File: src/rtl/alu_multicycle.sv
// Clocked ALU with a valid/ready handshake. Single-cycle ops finish on the accept edge.
// MUL (shift-add) and DIVU (restoring) iterate one bit per cycle over WIDTH cycles.
module alu_multicycle #(
  parameter int unsigned WIDTH = 32,
  parameter int unsigned SHW   = $clog2(WIDTH)
) (
  input  logic             clk,
  input  logic             reset,
  input  logic             in_valid,
  output logic             in_ready,
  input  logic [WIDTH-1:0] a,
  input  logic [WIDTH-1:0] b,
  input  logic [5:0]       alufn,
  output logic             out_valid,
  input  logic             out_ready,
  output logic [WIDTH-1:0] otp,
  output logic             zero,
  output logic             overflow,
  output logic             illegal
);

  localparam logic [5:0] OpAdd  = 6'b000000;
  localparam logic [5:0] OpSub  = 6'b000001;
  localparam logic [5:0] OpMul  = 6'b000010;
  localparam logic [5:0] OpDivu = 6'b000011;
  localparam logic [5:0] OpAnd  = 6'b000100;
  localparam logic [5:0] OpOr   = 6'b000101;
  localparam logic [5:0] OpXor  = 6'b000110;
  localparam logic [5:0] OpNor  = 6'b000111;
  localparam logic [5:0] OpSll  = 6'b001000;
  localparam logic [5:0] OpSrl  = 6'b001001;
  localparam logic [5:0] OpSra  = 6'b001010;

  localparam logic [SHW-1:0] CntLast = SHW'(WIDTH - 1);

  typedef enum logic [1:0] {StIdle, StBusy, StDone} state_e;

  state_e           state_q, state_d;
  logic [5:0]       op_q, op_d;
  logic [WIDTH-1:0] b_q, b_d;
  logic [WIDTH-1:0] q_q, q_d;
  logic [WIDTH-1:0] acc_q, acc_d;
  logic [SHW-1:0]   cnt_q, cnt_d;
  logic [WIDTH-1:0] otp_q, otp_d;
  logic             zero_q, zero_d;
  logic             ovf_q, ovf_d;
  logic             ill_q, ill_d;

  // Single-cycle datapath, fed straight from the inputs on the accept edge.
  logic [WIDTH-1:0] sum, diff, sra_res, sc_res;
  logic [SHW-1:0]   shamt;
  logic             sc_ovf, sc_ill;

  assign sum     = a + b;
  assign diff    = a - b;
  assign shamt   = b[SHW-1:0];
  assign sra_res = $unsigned($signed(a) >>> shamt);

  always_comb begin
    sc_res = '0;
    sc_ovf = 1'b0;
    sc_ill = 1'b0;
    case (alufn)
      OpAdd: begin
        sc_res = sum;
        sc_ovf = (a[WIDTH-1] == b[WIDTH-1]) && (sum[WIDTH-1] != a[WIDTH-1]);
      end
      OpSub: begin
        sc_res = diff;
        sc_ovf = (a[WIDTH-1] != b[WIDTH-1]) && (diff[WIDTH-1] != a[WIDTH-1]);
      end
      OpAnd:   sc_res = a & b;
      OpOr:    sc_res = a | b;
      OpXor:   sc_res = a ^ b;
      OpNor:   sc_res = ~(a | b);
      OpSll:   sc_res = a << shamt;
      OpSrl:   sc_res = a >> shamt;
      OpSra:   sc_res = sra_res;
      default: sc_ill = 1'b1;
    endcase
  end

  // Iterative datapath. acc holds the product high half (MUL) or the remainder (DIVU);
  // q holds the multiplier shifting out (MUL) or the dividend/quotient (DIVU).
  logic [WIDTH:0]   mul_sum;
  logic [WIDTH:0]   div_shift;
  logic [WIDTH-1:0] div_sub;
  logic             div_ge;
  logic [WIDTH-1:0] iter_acc, iter_q;
  logic             is_mul;

  assign is_mul    = (op_q == OpMul);
  assign mul_sum   = {1'b0, acc_q} + (q_q[0] ? {1'b0, b_q} : {(WIDTH + 1){1'b0}});
  assign div_shift = {acc_q, q_q[WIDTH-1]};
  assign div_ge    = div_shift >= {1'b0, b_q};
  assign div_sub   = div_shift[WIDTH-1:0] - b_q;

  always_comb begin
    if (is_mul) begin
      iter_acc = mul_sum[WIDTH:1];
      iter_q   = {mul_sum[0], q_q[WIDTH-1:1]};
    end else begin
      iter_acc = div_ge ? div_sub : div_shift[WIDTH-1:0];
      iter_q   = {q_q[WIDTH-2:0], div_ge};
    end
  end

  always_comb begin
    state_d = state_q;
    op_d    = op_q;
    b_d     = b_q;
    q_d     = q_q;
    acc_d   = acc_q;
    cnt_d   = cnt_q;
    otp_d   = otp_q;
    zero_d  = zero_q;
    ovf_d   = ovf_q;
    ill_d   = ill_q;
    case (state_q)
      StIdle: begin
        if (in_valid) begin
          op_d = alufn;
          b_d  = b;
          if (alufn == OpMul || alufn == OpDivu) begin
            q_d     = a;
            acc_d   = '0;
            cnt_d   = '0;
            state_d = StBusy;
          end else begin
            otp_d   = sc_res;
            zero_d  = (sc_res == '0);
            ovf_d   = sc_ovf;
            ill_d   = sc_ill;
            state_d = StDone;
          end
        end
      end
      StBusy: begin
        acc_d = iter_acc;
        q_d   = iter_q;
        cnt_d = cnt_q + 1'b1;
        if (cnt_q == CntLast) begin
          cnt_d   = '0;
          ill_d   = 1'b0;
          state_d = StDone;
          if (is_mul) begin
            otp_d = iter_q;
            ovf_d = (iter_acc != '0);
          end else if (b_q == '0) begin
            otp_d = '1;
            ovf_d = 1'b1;
          end else begin
            otp_d = iter_q;
            ovf_d = 1'b0;
          end
          zero_d = (otp_d == '0);
        end
      end
      StDone: begin
        if (out_ready) state_d = StIdle;
      end
      default: state_d = StIdle;
    endcase
  end

  always_ff @(posedge clk) begin
    if (reset) begin
      state_q <= StIdle;
      op_q    <= '0;
      b_q     <= '0;
      q_q     <= '0;
      acc_q   <= '0;
      cnt_q   <= '0;
      otp_q   <= '0;
      zero_q  <= 1'b0;
      ovf_q   <= 1'b0;
      ill_q   <= 1'b0;
    end else begin
      state_q <= state_d;
      op_q    <= op_d;
      b_q     <= b_d;
      q_q     <= q_d;
      acc_q   <= acc_d;
      cnt_q   <= cnt_d;
      otp_q   <= otp_d;
      zero_q  <= zero_d;
      ovf_q   <= ovf_d;
      ill_q   <= ill_d;
    end
  end

  assign in_ready  = (state_q == StIdle);
  assign out_valid = (state_q == StDone);
  assign otp       = otp_q;
  assign zero      = zero_q;
  assign overflow  = ovf_q;
  assign illegal   = ill_q;

endmodule

File: config.mk
export PLATFORM = sky130hd
export DESIGN_NAME = alu_multicycle
export DESIGN_NICKNAME = d
export VERILOG_FILES = /design/src/rtl/alu_multicycle.sv
export SDC_FILE = /design/constraint.sdc
export NUM_CORES = 1
export LEC_CHECK = 0
export BUFFER_PORTS_ARGS = -buffer_cell sky130_fd_sc_hd__buf_2
export CAP_MARGIN = 20
export CELL_PAD_IN_SITES_DETAIL_PLACEMENT = 1
export CELL_PAD_IN_SITES_GLOBAL_PLACEMENT = 2
export CORE_UTILIZATION = 37
export CTS_CLUSTER_DIAMETER = 30
export DETAILED_ROUTE_END_ITERATION = 8
export GPL_ROUTABILITY_DRIVEN = 1
export GPL_TIMING_DRIVEN = 1
export HOLD_SLACK_MARGIN = 0.1
export PLACE_DENSITY = 0.78
export RECOVER_POWER = 25
export SLEW_MARGIN = 25
export SYNTH_ARGS = -nofsm -noshare
export SYNTH_HDL_FRONTEND = slang
export SYNTH_SLANG_ARGS = --single-unit
File: constraint.sdc
create_clock -name clk -period 7.64 [get_ports clk]
set_input_delay 1.528 -clock clk [delete_from_list [all_inputs] [get_ports clk]]
set_output_delay 1.528 -clock clk [all_outputs]
set_load 0.05 [all_outputs]
Word-level counts from Yosys, hierarchy flattened
Index checks and enable logic that the tools add are counted.
Word-level totals
  logic and storage cells: 105
  output and inout port bits: 37
  register bits after elaboration: 144
  bits of input ports: 74
Cells by class
  eq/ne operators: 23
  order comparisons: 1
  add/sub/neg operators: 5
  shift-type cells: 3
  bitwise logic cells: 4
  multiplexer cells: 44
  reduce and logical (&&, ||, !) cells: 15
Operators by type and width (count)
  32-bit two-way mux: 15
  32-bit case mux with 9 select lines: 1
  32-bit case mux with 2 select lines: 3
  32-bit logical NOT: 3
  32-bit subtractor: 2
  32-bit by 32-bit adder with 33-bit output: 1
  33-bit by 32-bit greater-or-equal comparator with 1-bit output: 1
  32-bit adder: 1
  32-bit AND: 1
  32-bit NOT: 1
  32-bit bitwise OR: 1
  32-bit nonzero test: 1
  32-bit by 5-bit left shift with 32-bit output: 1
  32-bit by 5-bit >> shifter with 32-bit output: 1
  32-bit by 5-bit >>> shifter with 32-bit output: 1
  32-bit bitwise XOR: 1
  6-bit by 3-bit equality test with 1-bit output, second input constant: 4
  6-bit by 2-bit equality test with 1-bit output, second input constant: 3
  6-bit by 4-bit equality test with 1-bit output, second input constant: 3
  5-bit two-way mux: 3
  1-bit two-way mux: 12
  5-bit case mux with 2 select lines: 1
  9-bit OR reduction: 1
  2-bit two-way mux: 4
  19 further kinds: 29

Longest topological paths before layout
  depth in word-level cells: 10
  mapped depth: 18
  gate-level depth less buffers: 15

Worst setup path before layout
No wires, ideal clock.
  path type: input -> register
  start point: input b[2]
  end point: register zero_q, in the netlist zero
  stages on the path: 18
  data required time: 7544 ps
  arrival time: 6156 ps
  setup slack: 1389 ps
  path through: buf_2 > inv_1 > clkbuf_1 > buf_1 > buf_1 > ha_1 > clkbuf_1 > nor3_1 > o31ai_1 > a2111oi_2 > o21ai_1 > o31ai_1 > a2111oi_0 > or3_1 > a2111oi_0 > nand4_1 > or4_1 > o41ai_2
On the way
  longest elaborated chain between the ends: 7
  elaborated cells on any way between the ends: 14
  those cells by class: add/sub (2); shift (3); mux (4); bitwise (4); reduce/logical (1)
Ends and longest elaborated chain
  start: declaration: RTL line 12  | input logic [WIDTH-1:0] b,
  parallel branches: the longest is 2 deep, another holds 32-bit subtractor
  32-bit case mux with 9 select lines *: RTL line 63  | case (alufn)
  32-bit logical NOT *: RTL line 131  | zero_d = (sc_res == '0);
  1-bit two-way mux *: RTL line 124  | if (alufn == OpMul || alufn == OpDivu) begin
  1-bit two-way mux *: RTL line 121  | if (in_valid) begin
  1-bit case mux with 2 select lines *: RTL line 119  | case (state_q)
  end signal: assignment: RTL line 186  | zero_q <= zero_d;
  end: declaration: RTL line 45  | logic zero_q, zero_d;
Mark *: on every way between the ends. The select of a mux whose other input is x is not followed.
A chain may end at the register's enable or synchronous reset.

Final worst setup path
  start point: input b[3]
  end point: register zero_q, in the netlist zero
Same word-level chain as after synthesis.

==> flow_metrics.tcl <==
set metrics [dict create \
    outcome "finished with violations" \
    violations "capacitance limit, slew limit" \
    rrSetupSlack_ps 2350 \
    io_buffer_count 110 \
    max-cap-violations 1 \
    hold_end "otp[23]$_SDFFE_PP0P_" \
    placed_cell_area_um2 22400 \
    asyncSetResetFlopFracSynth_pct 0 \
    timing.critical_path.from_type "primary input" \
    mappedNetlistNets 3189 \
    cts.root.buffer_cell "sky130_fd_sc_hd__clkbuf_16" \
    power_frac_seq_pct 26.7 \
    worst_r2r_path_depth 14 \
    worstPathMaxFanout 67 \
    die-area_um2 58500 \
    synth-compound-area-share_pct 28.9 \
    net_switching_component_of_the_power_mw 1.41 \
    synth_simple_gate_area_share_pct 22.1 \
    layout-drive-gt1-share_pct 11.4 \
    grt_start_max_net_pins 117 \
    final_nets 3138 \
    timing.rr.end "overflow$_SDFFE_PP0P_" \
    cts_hold_buf 0 \
    maxSlewHeadroom_pct -61.3 \
    route.vias.total 24700 \
    core-area_um2 56600 \
    wl_per_cell_um 32.2 \
    dp_hpwl_um 90500 \
    floorplan.initialDensity_pct 37.6 \
    antenna_left 0 \
    skew_ps 35.6 \
    cts.sink_count 144 \
    yosys.area_share.adder_pct 9.89 \
    min_delay_path_depth 2 \
    leakage_nw 9.39 \
    report.final.hold_viol_count 0 \
    max_freq_mhz 160 \
    die-height_um 242 \
    r2r-start "b_q[20]$_SDFFE_PP0P_" \
    synth_cell_types 87 \
    synth_xor_xnor_area_share_pct 3.78 \
    htreeDepth 4 \
    syn_area_um2 21300 \
    gp_congestion 1.00 \
    clkLatencyLatePin_ps 520 \
    post_synth_inst_count 2949 \
    min_period_over_period_pct 82.0 \
    worst_hold_path_type "flop to flop" \
    globalRoute.totalOverflow 0 \
    min_from "otp[23]$_SDFFE_PP0P_" \
    setup.worst_path.end_class "flop" \
    route.detailed.vias_per_inst 6.73 \
    cts_setup_buffers 0 \
    first_pass_iters 6 \
    boundaryPins 111 \
    flow.area_growth_from_synthesis_pct 8.02 \
    dominantRegCellSynth "sky130_fd_sc_hd__dfxtp_1" \
    layout_common_cells "sky130_fd_sc_hd__nand2_1 (343), sky130_fd_sc_hd__a21oi_1 (309), sky130_fd_sc_hd__nor2_1 (293), sky130_fd_sc_hd__ha_1 (162), sky130_fd_sc_hd__inv_1 (145)" \
    number_of_storage_elements_in_the_synthesis_netlist 144 \
    syn_avg_cell_area_um2 7.22 \
    peakVddDrop_mv 0.181 \
    period_minus_slack_ps 6270 \
    synth_enable_flop_cells 0 \
    fin_area_um2 23000 \
    sw_frac_of_total_pct 46.3 \
    commonest_non_fill_non_tap_cell_in_the_layout "sky130_fd_sc_hd__nand2_1" \
    clock_power_share_pct 30.6 \
    post_cts_resized 0 \
    sequential_element_share_of_the_synthesized_area_pct 13.5 \
    power.combinational.fraction_pct 42.7 \
    power.internal_mw 1.64 \
    fin_tns_setup_ps 0 \
    unrepaired_setup_endpoints_after_global_routing "no" \
    synth_top_family_by_area "compound AO/OA/AOI/OAI gates" \
    cts-buffers-inserted 17 \
    die_width_um 242 \
    wl_um 118000 \
    first_pass_grt_wire_length_um 172000 \
    clock_pin_slew_of_the_registers_on_the_worst_case_setup_and_hold_paths_ps 80 \
    timing_worst_slew_pin_value_ps 2420 \
    drcViolationCount 0 \
    muxShareOfSynthArea_pct 14.6 \
    power_density_nw_per_um2 132 \
    first_global_vias 24500 \
    drt_first_iter_violations 2731 \
    cts_tree "yes" \
    floorplan.rows 87 \
    crit_type "primary input to flop" \
    grt_antenna_before_repair 8 \
    slew_viol_final 40 \
    critPathArrivalTime_ps 6660 \
    yosys_warnings 0 \
    cts_max_path_buffers 2 \
    crit_required_ps 8030 \
    track_usage_pct 39.4 \
    finalSetupViolCount 0 \
]
[worst max-delay path by stage]
stage                     start           endpoint  slack, ps  depth (start not counted)
after floorplan            b[2]  zero$_SDFFE_PP0P_       1390                         18
after global placement     b[3]  zero$_SDFFE_PP0P_       1070                         15
after detailed placement   b[3]  zero$_SDFFE_PP0P_       1060                         15
after CTS                  b[3]  zero$_SDFFE_PP0P_       1560                         15
after global routing       b[3]  zero$_SDFFE_PP0P_       1350                         15
final                      b[3]  zero$_SDFFE_PP0P_       1370                         15
[synth_stat cells, types with 38 or more instances]
master / count / area (um^2)
sky130_fd_sc_hd__a211oi_1: 91 / 683
sky130_fd_sc_hd__a21o_1: 43 / 323
sky130_fd_sc_hd__a21oi_1: 310 / 1550
sky130_fd_sc_hd__and2_1: 39 / 244
sky130_fd_sc_hd__clkbuf_1: 186 / 698
sky130_fd_sc_hd__dfxtp_1: 144 / 2880
sky130_fd_sc_hd__ha_1: 162 / 2030
sky130_fd_sc_hd__inv_1: 145 / 544
sky130_fd_sc_hd__mux2i_1: 101 / 1010
sky130_fd_sc_hd__mux4_2: 71 / 1600
sky130_fd_sc_hd__nand2_1: 343 / 1290
sky130_fd_sc_hd__nand3_1: 54 / 270
sky130_fd_sc_hd__nand4_1: 38 / 238
sky130_fd_sc_hd__nor2_1: 296 / 1110
sky130_fd_sc_hd__nor3_1: 60 / 300
sky130_fd_sc_hd__o211ai_1: 58 / 435
sky130_fd_sc_hd__o21ai_0: 141 / 706
sky130_fd_sc_hd__xnor2_1: 65 / 569
[metrics by stage]
stage | setup slack, ps | std cells | power [mW] | utilization [%] | hold WS, ps
CTS | 1560 | 3667 | 3.02 | 40.7 | 453
global placement | 1070 | 3634 | 2.07 | 39.5 | 437
finish | 1370 | 3669 | 3.04 | 40.7 | 454
detailed placement | 1060 | 3635 | 2.09 | 39.6 | 444
floorplan | 1390 | 2949 | 1.62 | - | 436
global route | 1350 | 3667 | 3.15 | 40.6 | 476
[cell families after synthesis]
kind of cell | Yosys count
DFF | 144
xor gates and xnor gates | 92
and+or+nand+nor | 1012
muxes | 203
AOI/OAI and AO/OA | 939
adders and majority gates | 166
buffers and inverters | 393
[power groups by stage]
stage / Clock [mW] / Sequential, mW / Combinational (mW)
after detailed placement: 0 / 0.829 / 1.26
after CTS: 0.943 / 0.811 / 1.26
after global routing: 0.971 / 0.816 / 1.37
after global placement: 0 / 0.828 / 1.25
final: 0.932 / 0.813 / 1.30
after floorplan: 0 / 0.845 / 0.770
[layout make-up]
| cell class | instances | area (um^2) |
|---|---|---|
| clock inverter | 15 | 184 |
| fill | 7093 | 33600 |
| tap | 756 | 946 |
| timing repair buffer | 174 | 1070 |
| inverter | 149 | 559 |
| multi-input combinational | 2412 | 16900 |
| sequential | 144 | 2880 |
| clock buffer | 17 | 425 |
| antenna | 2 | 5.00 |
[worst max-delay path, stage by stage]
cell and delay, ps:
sky130_fd_sc_hd__buf_2 90, sky130_fd_sc_hd__buf_4 620, sky130_fd_sc_hd__ha_1 440, sky130_fd_sc_hd__o21ai_0 120, sky130_fd_sc_hd__nor2_1 240, sky130_fd_sc_hd__o21ai_0 150
sky130_fd_sc_hd__buf_4 170, sky130_fd_sc_hd__o21a_1 280, sky130_fd_sc_hd__or4_1 620, sky130_fd_sc_hd__a21oi_1 380, sky130_fd_sc_hd__a21boi_0 290, sky130_fd_sc_hd__mux2i_1 180
sky130_fd_sc_hd__nor3_1 960, sky130_fd_sc_hd__nand3_1 200, sky130_fd_sc_hd__o41ai_2 390
[sequential cells by signal, summed over array words and instances, names as in the netlist, 2 cells and up]
register / cells
op_q: 6
otp: 32
acc_q: 32
cnt_q: 5
b_q: 32
q_q: 32
state_q: 2
[metal layers]
metal	up-vias	global-route usage (%)	wire length, um
met1	12400	51.9	50400
met5	-	0	26
met4	4	17.7	5900
met3	301	9.11	10300
li1	10800	-	-
met2	1203	61.0	51500
Power figures use the tool's default switching activity.
